`src/rtl/resizer_pkg.sv`:
```
// resizer_pkg: shared definitions for the resizer datapath (packer, lane
// buffer, output stage).
//   KEEP_BIT / LAST_BIT : flag offsets above the data field inside a lane
//   lane_w()            : lane width for a given data width
//   lane_t              : lane layout at the default 8-bit data width
package resizer_pkg;

    localparam int KEEP_BIT = 1;
    localparam int LAST_BIT = 0;

    function automatic int lane_w(input int t_data_width);
        return t_data_width + 2;
    endfunction

    typedef struct packed {
        logic       keep;
        logic       last;
        logic [7:0] data;
    } lane_t;

endpackage

```
`src/rtl/axis_master_out_if.sv`:
```
// axis_master_out_if: AXI-Stream beat bus (tdata/tkeep/tlast/tvalid/tready).
//   master modport : drives payload + tvalid, receives tready
//   slave modport  : the reverse
interface axis_master_out_if #(
    parameter int T_DATA_WIDTH = 8,
    parameter int M_KEEP_WIDTH = 2
) ();

    logic [T_DATA_WIDTH*M_KEEP_WIDTH-1:0] tdata;
    logic [M_KEEP_WIDTH-1:0]              tkeep;
    logic                                 tlast;
    logic                                 tvalid;
    logic                                 tready;

    modport master (output tdata, tkeep, tlast, tvalid, input tready);
    modport slave  (input tdata, tkeep, tlast, tvalid, output tready);

endinterface

```
`src/rtl/axis_skid_reg.sv`:
```
// axis_skid_reg: two-register (main + skid) pipeline stage.
//   clk, rst            : clock, synchronous active-high reset
//   in_valid / in_data  : upstream beat
//   in_ready            : upstream may push; depends only on skid state and rst
//   out_valid / out_data: main register, drives the downstream bus
//   out_ready           : downstream accept
module axis_skid_reg #(
    parameter int WIDTH = 8
) (
    input  logic             clk,
    input  logic             rst,
    input  logic             in_valid,
    input  logic [WIDTH-1:0] in_data,
    output logic             in_ready,
    output logic             out_valid,
    output logic [WIDTH-1:0] out_data,
    input  logic             out_ready
);

    logic             skid_valid;
    logic [WIDTH-1:0] skid_data;

    // Ready comes straight from the skid flag, so it never sees out_ready.
    assign in_ready = !skid_valid && !rst;

    always_ff @(posedge clk) begin
        if (rst) begin
            out_valid  <= 1'b0;
            out_data   <= '0;
            skid_valid <= 1'b0;
            skid_data  <= '0;
        end else if (!out_valid || out_ready) begin
            // Main is free this cycle: skid has priority, new beat refills skid.
            if (skid_valid) begin
                out_valid <= 1'b1;
                out_data  <= skid_data;
                if (in_valid) begin
                    skid_data <= in_data;
                end else begin
                    skid_valid <= 1'b0;
                end
            end else if (in_valid) begin
                out_valid <= 1'b1;
                out_data  <= in_data;
            end else begin
                out_valid <= 1'b0;
            end
        end else if (in_valid) begin
            // Main stalled: park the beat in skid.
            skid_valid <= 1'b1;
            skid_data  <= in_data;
        end
    end

endmodule

```
`src/rtl/axis_master_out.sv`:
```
// axis_master_out: resizer output stage. Pops lane entries from the lane
// buffer, drops null entries, and presents the rest as AXI-Stream beats
// through a main/skid register pair.
//   clk, rst           : clock, synchronous active-high reset
//   master_entry       : packed lanes {keep, last, data} x M_KEEP_WIDTH
//   underflow          : buffer empty (entry invalid)
//   master_entry_ready : pop request to the buffer
//   m_axis             : AXI-Stream master bus
//   pkt_cnt, beat_cnt  : wrapping counts of transferred tlast beats / beats
//   fmt_err            : sticky lane-format error
module axis_master_out
    import resizer_pkg::*;
#(
    parameter int T_DATA_WIDTH = 8,
    parameter int M_KEEP_WIDTH = 2,
    parameter int CNT_WIDTH    = 16
) (
    input  logic                                      clk,
    input  logic                                      rst,
    input  logic [(2+T_DATA_WIDTH)*M_KEEP_WIDTH-1:0]  master_entry,
    input  logic                                      underflow,
    output logic                                      master_entry_ready,
    axis_master_out_if.master                         m_axis,
    output logic [CNT_WIDTH-1:0]                      pkt_cnt,
    output logic [CNT_WIDTH-1:0]                      beat_cnt,
    output logic                                      fmt_err
);

    localparam int LANE_W = lane_w(T_DATA_WIDTH);
    localparam int DATA_W = T_DATA_WIDTH * M_KEEP_WIDTH;
    localparam int PAY_W  = 1 + M_KEEP_WIDTH + DATA_W;

    logic [M_KEEP_WIDTH-1:0] keep;
    logic [M_KEEP_WIDTH-1:0] last;
    logic [DATA_W-1:0]       data;

    for (genvar g = 0; g < M_KEEP_WIDTH; g++) begin : g_lane
        assign keep[g] = master_entry[g*LANE_W + T_DATA_WIDTH + KEEP_BIT];
        assign last[g] = master_entry[g*LANE_W + T_DATA_WIDTH + LAST_BIT];
        assign data[g*T_DATA_WIDTH +: T_DATA_WIDTH] = master_entry[g*LANE_W +: T_DATA_WIDTH];
    end

    // A kept lane above a kept-last lane means the packer spilled data past
    // the packet end.
    logic order_err;
    logic seen_last;
    always_comb begin
        order_err = 1'b0;
        seen_last = 1'b0;
        for (int i = 0; i < M_KEEP_WIDTH; i++) begin
            if (keep[i] && seen_last) order_err = 1'b1;
            if (keep[i] && last[i])   seen_last = 1'b1;
        end
    end

    logic pop;
    logic beat_in;
    logic tlast_in;
    logic lane_err;
    logic [PAY_W-1:0] out_data;

    assign pop      = master_entry_ready && !underflow;
    assign beat_in  = pop && (|keep);
    assign tlast_in = |(keep & last);
    // Also covers a null entry carrying a last bit.
    assign lane_err = (|(last & ~keep)) || order_err;

    axis_skid_reg #(.WIDTH(PAY_W)) u_skid (
        .clk       (clk),
        .rst       (rst),
        .in_valid  (beat_in),
        .in_data   ({tlast_in, keep, data}),
        .in_ready  (master_entry_ready),
        .out_valid (m_axis.tvalid),
        .out_data  (out_data),
        .out_ready (m_axis.tready)
    );

    assign {m_axis.tlast, m_axis.tkeep, m_axis.tdata} = out_data;

    always_ff @(posedge clk) begin
        if (rst) begin
            pkt_cnt  <= '0;
            beat_cnt <= '0;
            fmt_err  <= 1'b0;
        end else begin
            if (m_axis.tvalid && m_axis.tready) begin
                beat_cnt <= beat_cnt + 1'b1;
                if (m_axis.tlast) pkt_cnt <= pkt_cnt + 1'b1;
            end
            if (pop && lane_err) fmt_err <= 1'b1;
        end
    end

endmodule

```
`src/flat_wrapper.sv`:
```
// flat-port wrapper written by rule: the top's interface ports become plain ports
module axis_master_out_flat import resizer_pkg::*;
#(
    parameter int T_DATA_WIDTH = 8,
    parameter int M_KEEP_WIDTH = 2,
    parameter int CNT_WIDTH    = 16
)
  (clk, rst, master_entry, underflow, master_entry_ready, pkt_cnt, beat_cnt, fmt_err, m_axis_tdata, m_axis_tkeep, m_axis_tlast, m_axis_tvalid, m_axis_tready);
  axis_master_out_if #(.T_DATA_WIDTH(T_DATA_WIDTH), .M_KEEP_WIDTH(M_KEEP_WIDTH)) m_axis_i ();
  input  logic clk;
  input  logic rst;
  input  logic [(2+T_DATA_WIDTH)*M_KEEP_WIDTH-1:0] master_entry;
  input  logic underflow;
  output logic master_entry_ready;
  output logic [CNT_WIDTH-1:0] pkt_cnt;
  output logic [CNT_WIDTH-1:0] beat_cnt;
  output logic fmt_err;
  output wire logic [$bits(m_axis_i.tdata)-1:0] m_axis_tdata;
  output wire logic [$bits(m_axis_i.tkeep)-1:0] m_axis_tkeep;
  output wire logic [$bits(m_axis_i.tlast)-1:0] m_axis_tlast;
  output wire logic [$bits(m_axis_i.tvalid)-1:0] m_axis_tvalid;
  input wire logic [$bits(m_axis_i.tready)-1:0] m_axis_tready;
  assign m_axis_tdata = m_axis_i.tdata;
  assign m_axis_tkeep = m_axis_i.tkeep;
  assign m_axis_tlast = m_axis_i.tlast;
  assign m_axis_tvalid = m_axis_i.tvalid;
  assign m_axis_i.tready = m_axis_tready;
  axis_master_out #(.T_DATA_WIDTH(T_DATA_WIDTH), .M_KEEP_WIDTH(M_KEEP_WIDTH), .CNT_WIDTH(CNT_WIDTH)) u_core (.clk(clk), .rst(rst), .master_entry(master_entry), .underflow(underflow), .master_entry_ready(master_entry_ready), .m_axis(m_axis_i), .pkt_cnt(pkt_cnt), .beat_cnt(beat_cnt), .fmt_err(fmt_err));
endmodule
```
`config.mk`:
```
export PLATFORM = sky130hd
export DESIGN_NAME = axis_master_out_flat
export DESIGN_NICKNAME = d
export VERILOG_FILES = /design/src/rtl/resizer_pkg.sv /design/src/rtl/axis_master_out_if.sv /design/src/rtl/axis_skid_reg.sv /design/src/rtl/axis_master_out.sv /design/src/flat_wrapper.sv
export SDC_FILE = /design/constraint.sdc
export NUM_CORES = 1
export LEC_CHECK = 0
export CAP_MARGIN = 5
export CORE_UTILIZATION = 25
export DETAILED_ROUTE_END_ITERATION = 8
export PLACE_DENSITY = 0.58
export REMOVE_ABC_BUFFERS = 1
export SYNTH_ARGS = -nofsm -noshare
export SYNTH_HDL_FRONTEND = slang
export SYNTH_SLANG_ARGS = --single-unit
export TNS_END_PERCENT = 5
```
`constraint.sdc`:
```
create_clock -name clk -period 1.95 [get_ports clk]
set_input_delay 0.195 -clock clk [delete_from_list [all_inputs] [get_ports clk]]
set_output_delay 0.195 -clock clk [all_outputs]
set_load 0.02 [all_outputs]
```
==> results of run 1 <==
-- through the flow --
| step | cells | utilization (%) |
|---|---|---|
| 2_1_floorplan | 372 | - |
| 3_3_place_gp | 653 | 33.85 |
| 3_5_place_dp | 653 | 33.85 |
| 4_1_cts | 669 | 36.35 |
| 5_1_grt | 669 | 36.35 |
| 6_report | 669 | 36.35 |
-- logic make-up (layout without fill, tap and decap cells) --
| family | Yosys count | in the layout | share of synthesized area [%] |
|---|---|---|---|
| xor gates and xnor gates | 21 | 21 | 5.430 |
| adders and majority gates | 2 | 2 | 0.7387 |
| buffers and inverters | 34 | 126 | 5.135 |
| and+or+nand+nor | 174 | 174 | 26.04 |
| DFF | 73 | 73 | 43.15 |
| AOI/OAI and AO/OA | 89 | 89 | 16.92 |
| muxes | 8 | 8 | 2.586 |
-- where the power goes --
group | switching [W] | internal (W)
clock | 0.000621 | 0.00119
combinational | 0.000200 | 0.000180
sequential | 0.0000317 | 0.00153
total | 0.000852 | 0.00290
-- per-layer routing --
layer / up-vias / global-route usage (%) / wire length (um)
li1: 1608 / - / -
met1: 1518 / 16.74 / 4305
met2: 54 / 20.74 / 4190
met3: 9 / 3.909 / 418
met4: 0 / 5.142 / 148
met5: - / 0 / 0
-- worst max-delay path: stages, from the launching register on --
cell	delay [ns]
dfxtp_1	0.46
buf_4	0.20
nand4_4	0.10
nor4_1	0.31
buf_4	0.17
nand3_1	0.08
mux2_2	0.28
-- worst max-delay path by stage --
stage / from / to / slack, ns
floorplan: u_core.u_skid.out_valid / u_core.u_skid.out_data[0] / -0.60
global placement: m_axis_tready / u_core.pkt_cnt[13] / -0.009
detailed placement: m_axis_tready / u_core.u_skid.out_data[4] / -0.07
CTS: u_core.u_skid.out_valid / u_core.pkt_cnt[13] / 0.20
global route: u_core.u_skid.out_valid / u_core.u_skid.out_data[4] / 0.06
finish: u_core.u_skid.out_valid / u_core.pkt_cnt[13] / 0.23
-- cell usage in the layout (no fill, tap or decap), types with 2 or more instances in the layout --
| master | netlist | final |
|---|---|---|
| clkdlybuf4s50_1 | 0 | 76 |
| dfxtp_1 | 73 | 73 |
| nand2_1 | 64 | 64 |
| nor2_1 | 30 | 30 |
| a21oi_1 | 26 | 26 |
| buf_4 | 0 | 26 |
| o21ai_0 | 23 | 23 |
| nor4_1 | 21 | 21 |
| a221oi_1 | 19 | 19 |
| o21bai_1 | 18 | 17 |
| xnor2_1 | 11 | 11 |
| nand3_1 | 10 | 10 |
| xor2_1 | 10 | 10 |
| nand4_1 | 10 | 10 |
| nor3_1 | 10 | 10 |
| clkbuf_16 | 0 | 9 |
| nor2b_1 | 7 | 6 |
| mux2_2 | 6 | 6 |
| inv_1 | 5 | 5 |
| and3_1 | 5 | 5 |
| or3_1 | 3 | 3 |
| buf_12 | 0 | 3 |
| and4_1 | 2 | 2 |
| nand4_4 | 2 | 2 |
| mux2i_1 | 2 | 2 |
| nand2b_1 | 2 | 2 |
| or4_1 | 2 | 2 |
| and2_1 | 2 | 2 |
| ha_1 | 2 | 2 |
| clkinv_2 | 0 | 2 |
| clkbuf_8 | 3 | 2 |
| bufinv_16 | 0 | 2 |
-- registers in the layout (all words and copies together), names as in the netlist --
name,flops
u_core.u_skid.out_data,19
u_core.u_skid.skid_data,19
u_core.beat_cnt,16
u_core.pkt_cnt,16
u_core.fmt_err,1
u_core.u_skid.out_valid,1
u_core.u_skid.skid_valid,1
-- area by class of cell --
cell class,instances,area [um^2],area share [%]
multi-input cells,294,1767,36.70
repair buffers,105,1016,21.11
clock inverters,5,77.57,1.612
flip-flops and latches,73,1461,30.36
well taps,176,220.2,4.575
clock buffers,11,252.7,5.251
inverters,5,18.77,0.3899
==> run summary, run 1 <==
Critical path capture point type - register
Worst-margin pin slew - 0.4706 ns
Max Root-Sink Buffers - 2
Crit path launch type - register
Final WS setup - 0.2335 ns
Drc violations - 0
Commonest cells in the netlist - dfxtp_1, nand2_1, nor2_1
Most frequent cell after synthesis - dfxtp_1
Design Power - 0.003748 W
I/O Pins - 78
R2r endpoint - u_core.pkt_cnt[13]
Dpl ws - -0.07166 ns
First-pass GRT wire length - 14.92 mm
Status - finished, final reports clean
Detailed-route via count - 3189
ANT nets after route - 0
Setup violators final - 0
Max IR drop VDD - 0.0004916 V
Die Area - 14020 um^2
Pwr dens - 778.6 nW/um^2
Count of cell types in the netlist - 37
First-iteration detailed-routing DRC count - 233
Chip Height - 118.4 um
Final hold violation count - 0
Placed Area - 4483 um^2
First-pass DRT Iterations - 4
Hold_buf cts - 0
Reg2Reg Depth - 6
GRT Overall Usage - 13.14%
Clock Skew - 0.006476 ns
HP Start - rst
Average size of a mapped cell - 8.446 um^2
Fraction of layout cells with a size suffix above 1 - 11.97%
# H-tree levels - 3
Clock Latency Late Sink - 0.32 ns
Synthesis-to-layout area growth - 42.11%
Worst EP arrival - 1.93 ns
Sink Count - 73
Port Buffer Count - 77
CTS buffer count - 9
Worst Hold Class - in2reg
Final hold slack - 0.2255 ns
Initial antenna violation count - 0
Synthesized cell area - 3387 um^2
Register-to-Register Setup Slack - 0.23 ns
Min-Delay Endpoint - u_core.u_skid.skid_data[14]
CTS tree - done
Row cnt - 42
Slew Limit Fails - 0
Largest net degree at the start of global routing - 50
RSZ-0062 raised after global routing - false
Post-synthesis sequential area ratio - 43.15%
CTS clock-pin slew for the worst setup and hold paths - 0.06 ns
Via density - 4.767
Top cells by area, synth - dfxtp_1, nand2_1, a221oi_1, o21bai_1, nor4_1
Routability Congestion - 0.7676
Cell taking the most area after synthesis - dfxtp_1
Mean routed wirelength per cell - 13.55 um
FF+latch count, synth - 73
Max Freq - 0.5826 GHz
Cells after synthesis - 401
# diodes - 0
Slew HR - 68.63%
Max Cap Viol - 0
Number of global-route vias before repair - 3088
Total congestion overflow - 0
Postcts setup bufs - 0
Tmin final - 1.717 ns
Tcrit/Tclk final - 88.03%
Die Width - 118.4 um
Cell area after layout - 4813 um^2
TNS Setup - 0 ns
Fillcell total - 1412
Ys async rst share - 0%
Routed WL - 9.062 mm
Worst EP required - 2.16 ns
Root buffer cell - clkbuf_16
Crit path kind - reg2reg
Nets - 514
Largest fanout on the critical path - 8
Synth Flop Type - dfxtp_1
Yosys warns - 0
Core area - 13240 um^2
Starting density of the core - 25.58%
Hold Path Cell Cnt - 2
Leak pwr - 1.651 nW
Synth top area share - 43.15%
DP Wirelength - 6.348 mm
Number of synthesized flops with an enable pin - 0
Cts repair resizes - 0
Worst flop-to-flop path startpoint - u_core.u_skid.out_valid
(Power assumes the default switching activity.)
==> inputs of run 2 (changes only) <==
Settings changed: ABC_CLOCK_PERIOD_IN_PS set to 1950, SKIP_LAST_GASP set to 1.
==> results of run 2 <==
No change in the layout: final DEF, timing and power equal those of run 1.
